==> src/rtl/uart_irq_ctrl_if.sv <==
`default_nettype none
// +--------------------------------------------------------------------------+
// | Module      : uart_irq_ctrl_if                                           |
// | Description : Bus bundle between the UART receiver, the MIPS CPU and     |
// |               uart_irq_ctrl. Carries the receive strobe, the interrupt/  |
// |               ack handshake and the LED write path.                      |
// | Signals     : rx_valid, rx_byte               uart -> ctrl               |
// |               int0, uart_read_byte            ctrl -> cpu                |
// |               uart_read_end                   cpu  -> ctrl (level ack)   |
// |               leds_write, leds_write_byte     cpu  -> ctrl               |
// |               leds                            ctrl -> board              |
// | Modports    : slave  = uart_irq_ctrl side                                |
// |               master = uart/cpu side (drives the inputs of the ctrl)     |
// | Revision    : 1.0  initial release                                       |
// +--------------------------------------------------------------------------+
interface uart_irq_ctrl_if;
  logic       rx_valid;
  logic [7:0] rx_byte;
  logic       int0;
  logic [7:0] uart_read_byte;
  logic       uart_read_end;
  logic       leds_write;
  logic [7:0] leds_write_byte;
  logic [7:0] leds;

  modport slave (
    input  rx_valid, rx_byte, uart_read_end, leds_write, leds_write_byte,
    output int0, uart_read_byte, leds
  );

  modport master (
    output rx_valid, rx_byte, uart_read_end, leds_write, leds_write_byte,
    input  int0, uart_read_byte, leds
  );
endinterface
`default_nettype wire

==> src/rtl/uart_irq_ctrl.sv <==
`default_nettype none
// +--------------------------------------------------------------------------+
// | Module      : uart_irq_ctrl                                              |
// | Description : Queues received UART bytes in a small FIFO and hands them  |
// |               to the CPU one at a time through int0 and the              |
// |               uart_read_end acknowledge. Flags dropped bytes (sticky     |
// |               overrun) and holds the CPU-written LED register.           |
// | Ports       : clk, rst       clock, synchronous active-high reset        |
// |               bus (slave)    rx strobe/byte, int0, uart_read_byte,       |
// |                              uart_read_end, LED write path, leds         |
// |               fifo_level     number of entries held                      |
// |               overrun        sticky: a byte was dropped                  |
// |               ovr_count      dropped-byte count, saturating at 8'hFF     |
// |                              (present only with UART_OVR_CNT_EN)         |
// | Parameters  : FIFO_DEPTH (power of 2, >= 2), LED_RESET                   |
// | Macro       : UART_OVR_CNT_EN enables the ovr_count port and counter     |
// | Revision    : 1.0  initial release                                       |
// +--------------------------------------------------------------------------+
module uart_irq_ctrl #(
  parameter int         FIFO_DEPTH = 4,
  parameter logic [7:0] LED_RESET  = 8'h00
) (
  input  wire                              clk,
  input  wire                              rst,
  uart_irq_ctrl_if.slave                   bus,
  output logic [$clog2(FIFO_DEPTH):0]      fifo_level,
  output logic                             overrun
`ifdef UART_OVR_CNT_EN
  ,
  output logic [7:0]                       ovr_count
`endif
);

  localparam int PTR_W = $clog2(FIFO_DEPTH);
  localparam int LVL_W = PTR_W + 1;

  typedef enum logic [1:0] {
    S_IDLE = 2'd0,
    S_IRQ  = 2'd1,
    S_ACK  = 2'd2
  } state_t;

  state_t             state_q, state_d;
  logic [PTR_W-1:0]   wr_ptr_q, wr_ptr_d;
  logic [PTR_W-1:0]   rd_ptr_q, rd_ptr_d;
  logic [LVL_W-1:0]   level_q, level_d;
  logic [7:0]         mem_q [FIFO_DEPTH];
  logic [7:0]         mem_d [FIFO_DEPTH];
  logic               end_q, end_d;
  logic               int0_q, int0_d;
  logic [7:0]         rbyte_q, rbyte_d;
  logic [7:0]         leds_q, leds_d;
  logic               ovr_q, ovr_d;
  logic [7:0]         ovr_cnt_q, ovr_cnt_d;

  logic w_ack_rise;
  logic w_full;
  logic w_push;
  logic w_pop;
  logic w_drop;

  always_comb begin
    state_d   = state_q;
    wr_ptr_d  = wr_ptr_q;
    rd_ptr_d  = rd_ptr_q;
    level_d   = level_q;
    mem_d     = mem_q;
    end_d     = bus.uart_read_end;
    leds_d    = leds_q;
    ovr_d     = ovr_q;
    ovr_cnt_d = ovr_cnt_q;

    w_ack_rise = bus.uart_read_end & ~end_q;
    w_full     = (level_q == LVL_W'(FIFO_DEPTH));
    // Only the IRQ state consumes an ack; edges seen in IDLE/ACK are ignored,
    // so a held-high ack pops exactly once.
    w_pop      = (state_q == S_IRQ) && w_ack_rise && (level_q != '0);
    // A pop on the same edge frees the slot the incoming byte needs.
    w_push     = bus.rx_valid && (!w_full || w_pop);
    w_drop     = bus.rx_valid && w_full && !w_pop;

    if (w_push) begin
      mem_d[wr_ptr_q] = bus.rx_byte;
      wr_ptr_d        = wr_ptr_q + PTR_W'(1);
    end
    if (w_pop) begin
      rd_ptr_d = rd_ptr_q + PTR_W'(1);
    end
    case ({w_push, w_pop})
      2'b10:   level_d = level_q + LVL_W'(1);
      2'b01:   level_d = level_q - LVL_W'(1);
      default: level_d = level_q;
    endcase

    if (w_drop) begin
      ovr_d = 1'b1;
      if (ovr_cnt_q != 8'hFF) begin
        ovr_cnt_d = ovr_cnt_q + 8'd1;
      end
    end

    case (state_q)
      S_IDLE:  if (level_q != '0) state_d = S_IRQ;
      S_IRQ:   if (w_pop)         state_d = S_ACK;
      S_ACK:   if (!bus.uart_read_end) state_d = S_IDLE;
      default: state_d = S_IDLE;
    endcase

    // Outputs are registered, so they are derived from the next state.
    int0_d  = (state_d == S_IRQ);
    rbyte_d = (level_d == '0) ? 8'h00 : mem_d[rd_ptr_d];

    if (bus.leds_write) begin
      leds_d = bus.leds_write_byte;
    end
  end

  always_ff @(posedge clk) begin
    if (rst) begin
      state_q   <= S_IDLE;
      wr_ptr_q  <= '0;
      rd_ptr_q  <= '0;
      level_q   <= '0;
      end_q     <= 1'b0;
      int0_q    <= 1'b0;
      rbyte_q   <= 8'h00;
      leds_q    <= LED_RESET;
      ovr_q     <= 1'b0;
      ovr_cnt_q <= 8'h00;
    end else begin
      state_q   <= state_d;
      wr_ptr_q  <= wr_ptr_d;
      rd_ptr_q  <= rd_ptr_d;
      level_q   <= level_d;
      end_q     <= end_d;
      int0_q    <= int0_d;
      rbyte_q   <= rbyte_d;
      leds_q    <= leds_d;
      ovr_q     <= ovr_d;
      ovr_cnt_q <= ovr_cnt_d;
    end
  end

  // Storage needs no reset: the level counter decides what is valid.
  always_ff @(posedge clk) begin
    mem_q <= mem_d;
  end

  assign bus.int0           = int0_q;
  assign bus.uart_read_byte = rbyte_q;
  assign bus.leds           = leds_q;
  assign fifo_level         = level_q;
  assign overrun            = ovr_q;
`ifdef UART_OVR_CNT_EN
  assign ovr_count          = ovr_cnt_q;
`else
  logic w_unused_ovr_cnt;
  assign w_unused_ovr_cnt = ^ovr_cnt_q;
`endif

endmodule
`default_nettype wire
==> src/flat_wrapper.sv <==
// flat-port wrapper written by rule: the top's interface ports become plain ports
module uart_irq_ctrl_flat 
#(
  parameter int         FIFO_DEPTH = 4,
  parameter logic [7:0] LED_RESET  = 8'h00
)
  (clk, rst, fifo_level, overrun, bus_rx_valid, bus_rx_byte, bus_uart_read_end, bus_leds_write, bus_leds_write_byte, bus_int0, bus_uart_read_byte, bus_leds);
  uart_irq_ctrl_if bus_i ();
  input  wire clk;
  input  wire rst;
  output logic [$clog2(FIFO_DEPTH):0] fifo_level;
  output logic overrun;
  input wire logic [$bits(bus_i.rx_valid)-1:0] bus_rx_valid;
  input wire logic [$bits(bus_i.rx_byte)-1:0] bus_rx_byte;
  input wire logic [$bits(bus_i.uart_read_end)-1:0] bus_uart_read_end;
  input wire logic [$bits(bus_i.leds_write)-1:0] bus_leds_write;
  input wire logic [$bits(bus_i.leds_write_byte)-1:0] bus_leds_write_byte;
  output wire logic [$bits(bus_i.int0)-1:0] bus_int0;
  output wire logic [$bits(bus_i.uart_read_byte)-1:0] bus_uart_read_byte;
  output wire logic [$bits(bus_i.leds)-1:0] bus_leds;
  assign bus_i.rx_valid = bus_rx_valid;
  assign bus_i.rx_byte = bus_rx_byte;
  assign bus_i.uart_read_end = bus_uart_read_end;
  assign bus_i.leds_write = bus_leds_write;
  assign bus_i.leds_write_byte = bus_leds_write_byte;
  assign bus_int0 = bus_i.int0;
  assign bus_uart_read_byte = bus_i.uart_read_byte;
  assign bus_leds = bus_i.leds;
  uart_irq_ctrl #(.FIFO_DEPTH(FIFO_DEPTH), .LED_RESET(LED_RESET)) u_core (.clk(clk), .rst(rst), .bus(bus_i), .fifo_level(fifo_level), .overrun(overrun));
endmodule
==> config.mk <==
export PLATFORM = sky130hd
export DESIGN_NAME = uart_irq_ctrl_flat
export DESIGN_NICKNAME = d
export VERILOG_FILES = /design/src/rtl/uart_irq_ctrl_if.sv /design/src/rtl/uart_irq_ctrl.sv /design/src/flat_wrapper.sv
export SDC_FILE = /design/constraint.sdc
export NUM_CORES = 1
export LEC_CHECK = 0
export CORE_UTILIZATION = 53
export CTS_CLUSTER_SIZE = 8
export DETAILED_ROUTE_END_ITERATION = 10
export GPL_ROUTABILITY_DRIVEN = 0
export PLACE_DENSITY = 0.79
export SYNTH_ARGS = -nofsm -noshare
export SYNTH_HDL_FRONTEND = slang
export SYNTH_SLANG_ARGS = --single-unit
==> constraint.sdc <==
create_clock -name clk -period 4.34 [get_ports clk]
set_clock_uncertainty 0.15 [all_clocks]
set_input_delay 0.868 -clock clk [delete_from_list [all_inputs] [get_ports clk]]
set_output_delay 0.868 -clock clk [all_outputs]
set_load 0.01 [all_outputs]
---- After elaboration in Yosys (flattened, before gate mapping) ----
Cells that the tools add are included.
word-level totals
  bits in registers ....................... 60
  logic and storage cells ................. 56
  output and inout port bits .............. 21
  input bits .............................. 21
cells by class
  magnitude comparators ................... 3
  add/sub/neg operators ................... 4
  mux-type cells .......................... 13
  bitwise gates (word level) .............. 4
  reductions and logical operators ........ 13
  equal/unequal tests ..................... 6
operators by type and width
  kind                 number
  $bwmux 32            1
  $mux 32              1
  $mux 8               3
  $bmux 8 s2           1
  $demux 8 s2          1
  $mux 2               4
  $eq 2x1->1 const B   3
  $ge 3x3->1 const B   2
  $logic_and 1x1->1    6
  $not 2->3            2
  $pmux 2 s3           1
  $pmux 3 s2           1
  $add 2x1->2 const B  2
  $eq 2x2->1 const B   2
  $add 3x1->3 const B  1
  $eq 3x3->1 const B   1
  $logic_not 3->1      1
  $lt 3x1->1 const B   1
  $reduce_bool 3->1    1
  $sub 3x1->3 const B  1
  $logic_not 1->1      2
  $logic_not 2->1      1
  $reduce_or 2->1      1
  $and 1x1->1          1
  2 further kinds      2

---- Logic depth before layout (Yosys ltp) ----
  word-level depth ........................ 10
  mapped depth ............................ 13
  gate-level depth less buffers ........... 12

---- Worst setup path after synthesis ----
OpenSTA, ideal clock, no wires.
  path kind ............................... input to register
  start ................................... in bus_uart_read_end
  end ..................................... reg u_core.rbyte_q[0] (netlist: u_core.bus.uart_read_byte[0])
  data arrival time ....................... 3.276 ns
  buffers on the path ..................... 1
  data required time ...................... 4.070 ns
  stages .................................. 12
  setup slack ............................. 0.794 ns
  cells stage by stage .................... nand4bb_4 -> buf_6 -> nor2_1 -> ha_1 -> inv_1 -> fa_1 -> xnor2_1 -> nor4b_1 -> o32ai_1 -> a211oi_1 -> a22oi_1 -> nand2_1
between the ends
  longest elaborated chain between the ends .. 9
  elaborated cells between the ends (all ways) .. 16
ends and longest elaborated chain
  element                                                            line                                       RTL
  start: declaration                                                 flat_wrapper.sv:15                         input wire logic [$bits(bus_i.uart_read_end)-1:0] bus_uart_read_end;
  $and 1x1->1 *                                                      uart_irq_ctrl.sv:73                        w_ack_rise = bus.uart_read_end & ~end_q;
  $logic_and 1x1->1 * (2 in series)                                  uart_irq_ctrl.sv:77                        w_pop = (state_q == S_IRQ) && w_ack_rise && (level_q != '0);
  $logic_or 1x1->1                                                   uart_irq_ctrl.sv:79                        w_push = bus.rx_valid && (!w_full || w_pop);
  $logic_and 1x1->1                                                  uart_irq_ctrl.sv:79
  $eq 2x1->1 (tied with other cells)                                 uart_irq_ctrl.sv:89                        case ({w_push, w_pop})
  $pmux 3 s2 / $bmux 8 s2 (equally long branches)                    uart_irq_ctrl.sv:89, uart_irq_ctrl.sv:111
  $logic_not 3->1 / $mux 8 (equally long branches)                   uart_irq_ctrl.sv:111                       rbyte_d = (level_d == '0) ? 8'h00 : mem_d[rd_ptr_d];
  $reduce_or 2->1 (no source line) / $mux 8 (equally long branches)  n/a
  end signal: assignment                                             uart_irq_ctrl.sv:137                       rbyte_q <= rbyte_d;
  end: declaration                                                   uart_irq_ctrl.sv:51                        logic [7:0] rbyte_q, rbyte_d;
Every way passes the cells marked *; elsewhere a longest branch is shown, timed or not. The select of a mux whose other input is x is not followed.
A chain may end at the register's enable or synchronous reset.

---- Worst setup path after layout ----
Ends and elaborated chain as after synthesis.

==> flow_summary.ini <==
[critical_path]
cp.arrival_ns = 4.16
path_depth = 13
cp-end-kind = register
crit_family = simple AND/OR/NAND/NOR gates
r2r_setup_slack_ns = 0.77
critPathMaxStageDelay_ns = 0.54
cp_max_fo = 11
path_cells = clkdlybuf4s50_1 -> nand4bb_4 -> nor2_1 -> ha_1 -> inv_1 -> fa_1 -> xnor2_1 -> nor4b_1 -> o32ai_1 -> buf_4 -> a211oi_1 -> a22oi_1 -> nand2_1
critPathKind = primary input to register
critical_path_required_ns = 4.47
cp-start-kind = primary input
cp_slowest_cell = clkdlybuf4s50_1
path_buf_inv = 3
r2r_cells = 13

[die]
chipHeight_microns = 72.8
die_w_microns = 72.8
fp.coreArea_sq_um = 4790
fp.dieArea_sq_um = 5290
rows = 25
start_util_pct = 55.5
ios = 42

[timing]
slew_violations = 0
setup_slack_ns = 0.312
max_freq_mhz = 248
rsz0062_at_grt = no
slew_headroom_pct = 43.6
fin_setup_tns_ns = 0
finalHoldViolations = 0
fin_crit_sh_pct = 92.8
worst-slew-pin-transition_ns = 0.846
period_minus_slack_ns = 4.03
setup_viol = 0

[yosys]
synthCells = 261
syn_area_sq_um = 2650
ys_seq_area_share_pct = 45.3
yosys_register_bits = 60
synth_top_flop_cell = dfxtp_1
yosysTopAreaCellShare_pct = 45.3
synth-edff-count = 0
ys_top_cells_by_area = dfxtp_1, mux2_2, nor2_1
avgSynthCellArea_sq_um = 10.2
synth.distinct_cells = 42
synth-async-reset-ratio_pct = 0
yosys_warnings = 0
syn-num-nets = 288
yosys.area.top_type = dfxtp_1

[drt]
dr.first_iter.drc_count = 128
drtAntennaViolNets = 0
finalWirelength_microns = 5500
routed-via-count = 2145
post_drt_wl_per_cell_microns = 14.5
viasPerCell = 5.66
drc = 0
first_pass_iters = 4

[power_and_ir_drop]
ir_drop_mv = 0.343
p_leak_nw = 1.28
p_switching_w = 0.000461
intPower_w = 0.00120
p_comb_share_pct = 25.5
power_frac_clock_pct = 27.7
cellPowerDensity_nw_per_um2 = 502
swShare_pct = 27.7
power_frac_seq_pct = 46.9

[run]
maxCapViolCount = 0

[global_route]
grt_pass1_vias = 2033
grt_max_degree = 22
grt_pass1_wl_microns = 9090
antenna_found_initial = 0
overflow = 0
track_usage_pct = 22.7

[cells_and_area]
mostFrequentLayoutCell = dfxtp_1
final_cell_mix = dfxtp_1, clkdlybuf4s50_1, mux2_2, nor2_1, nor4_1
layout-drive-gt1-share_pct = 19.9
area_delta_synth_final_pct = 24.7
layout.nets = 334
fill_cells = 387
antenna-diode-count = 0

[clock_network]
cts_tree = built
cts_setup_buffers = 0
cts_buffer_depth = 2
htree_levels = 3
cts.hold.buffers_added = 0
clock-root-buffer = clkbuf_8
cts_resized = 0
cts.clk_slew.worst_paths_ns = 0.06
clock-sinks = 60
cts_buffers = 9
insertion_delay_ns = 0.34

[hold_path]
hold_path_depth = 2
hold_class = register to register

[placed_design]
port_buffers = 41
dp_hpwl_microns = 3640
post-place-ws_ns = 0.0607

[status]
status = finished, final reports clean
[cells in the mapped netlist (2+ instances only)]
library cell and number:
a21oi_1 8, nor2_1 31, nand3_1 2, a22oi_1 8, nor4_1 18, buf_2 4
o21ai_0 9, a211oi_1 15, nor2b_1 3, ha_1 5, clkbuf_1 7, dfxtp_1 60
buf_6 3, nand2_1 15, inv_1 7, xnor2_1 2, mux2i_1 8, mux2_2 32
[layer usage]
layer / vias to the layer above / track usage (%) / routed length (microns)
li1: 1048 / - / -
met1: 1015 / 27.8 / 2450
met2: 72 / 37.8 / 2600
met3: 10 / 5.11 / 347
met4: 0 / 11.3 / 97
met5: - / 0 / 0
[metrics by stage]
| stage | power [W] | cell area [sq um] | hold slack, ns | cells | util (%) |
|---|---|---|---|---|---|
| after floorplan | 0.00106 | 2650 | 0.308 | 261 | - |
| after detailed placement | 0.00121 | 3130 | 0.317 | 363 | 65.4 |
| after global placement | 0.00119 | 3130 | 0.306 | 363 | 65.4 |
| final | 0.00166 | 3310 | 0.325 | 379 | 69.2 |
| after CTS | 0.00167 | 3310 | 0.333 | 379 | 69.2 |
| after global routing | 0.00176 | 3310 | 0.352 | 379 | 69.2 |
[area by class of cell]
type,count,area [sq um],area share [%]
Timing Repair Buffer,49,470,14.2
Clock buffer,15,176,5.33
Clock inverter,1,5.00,0.151
Inverter,7,26.3,0.794
Sequential cell,60,1200,36.3
Multi-Input combinational cell,180,1350,40.7
Tap cell,67,83.8,2.53
[kinds of logic after synthesis]
kind of cell,count (synthesis),synth area share [%]
simple gates,81,16.3
flops,60,45.3
buf+inv,21,4.01
mux,42,18.0
fa+ha+maj,6,3.11
xor+xnor,3,0.990
compound gates,48,12.4
[power groups by stage]
stage	sequential (W)	combinational, W	clock (W)
floorplan	0.000786	0.000277	0
global placement	0.000783	0.000409	0
detailed placement	0.000789	0.000420	0
CTS	0.000779	0.000424	0.000464
global route	0.000797	0.000469	0.000490
finish	0.000779	0.000423	0.000460
[state kept, by name, summed over array words and instances, names as in the netlist]
register	cells
u_core.state_q	2
u_core.bus.uart_read_byte	8
u_core.end_q	1
u_core.mem_q	32
u_core.fifo_level	3
u_core.wr_ptr_q	2
u_core.rd_ptr_q	2
u_core.overrun	1
u_core.bus.int0	1
u_core.bus.leds	8
[tightest hold or removal path: stages, from the launching register on]
cell and delay [ns]:
dfxtp_1 0.32, a31oi_1 0.04, nor2_1 0.07
[final timing paths]
path                        start                      endpoint
max             bus_uart_read_end  u_core.bus.uart_read_byte[0]
min                u_core.overrun                u_core.overrun
max reg2reg  u_core.fifo_level[2]  u_core.bus.uart_read_byte[0]
min reg2reg        u_core.overrun                u_core.overrun
No activity file was read; power rests on OpenSTA's default activity.
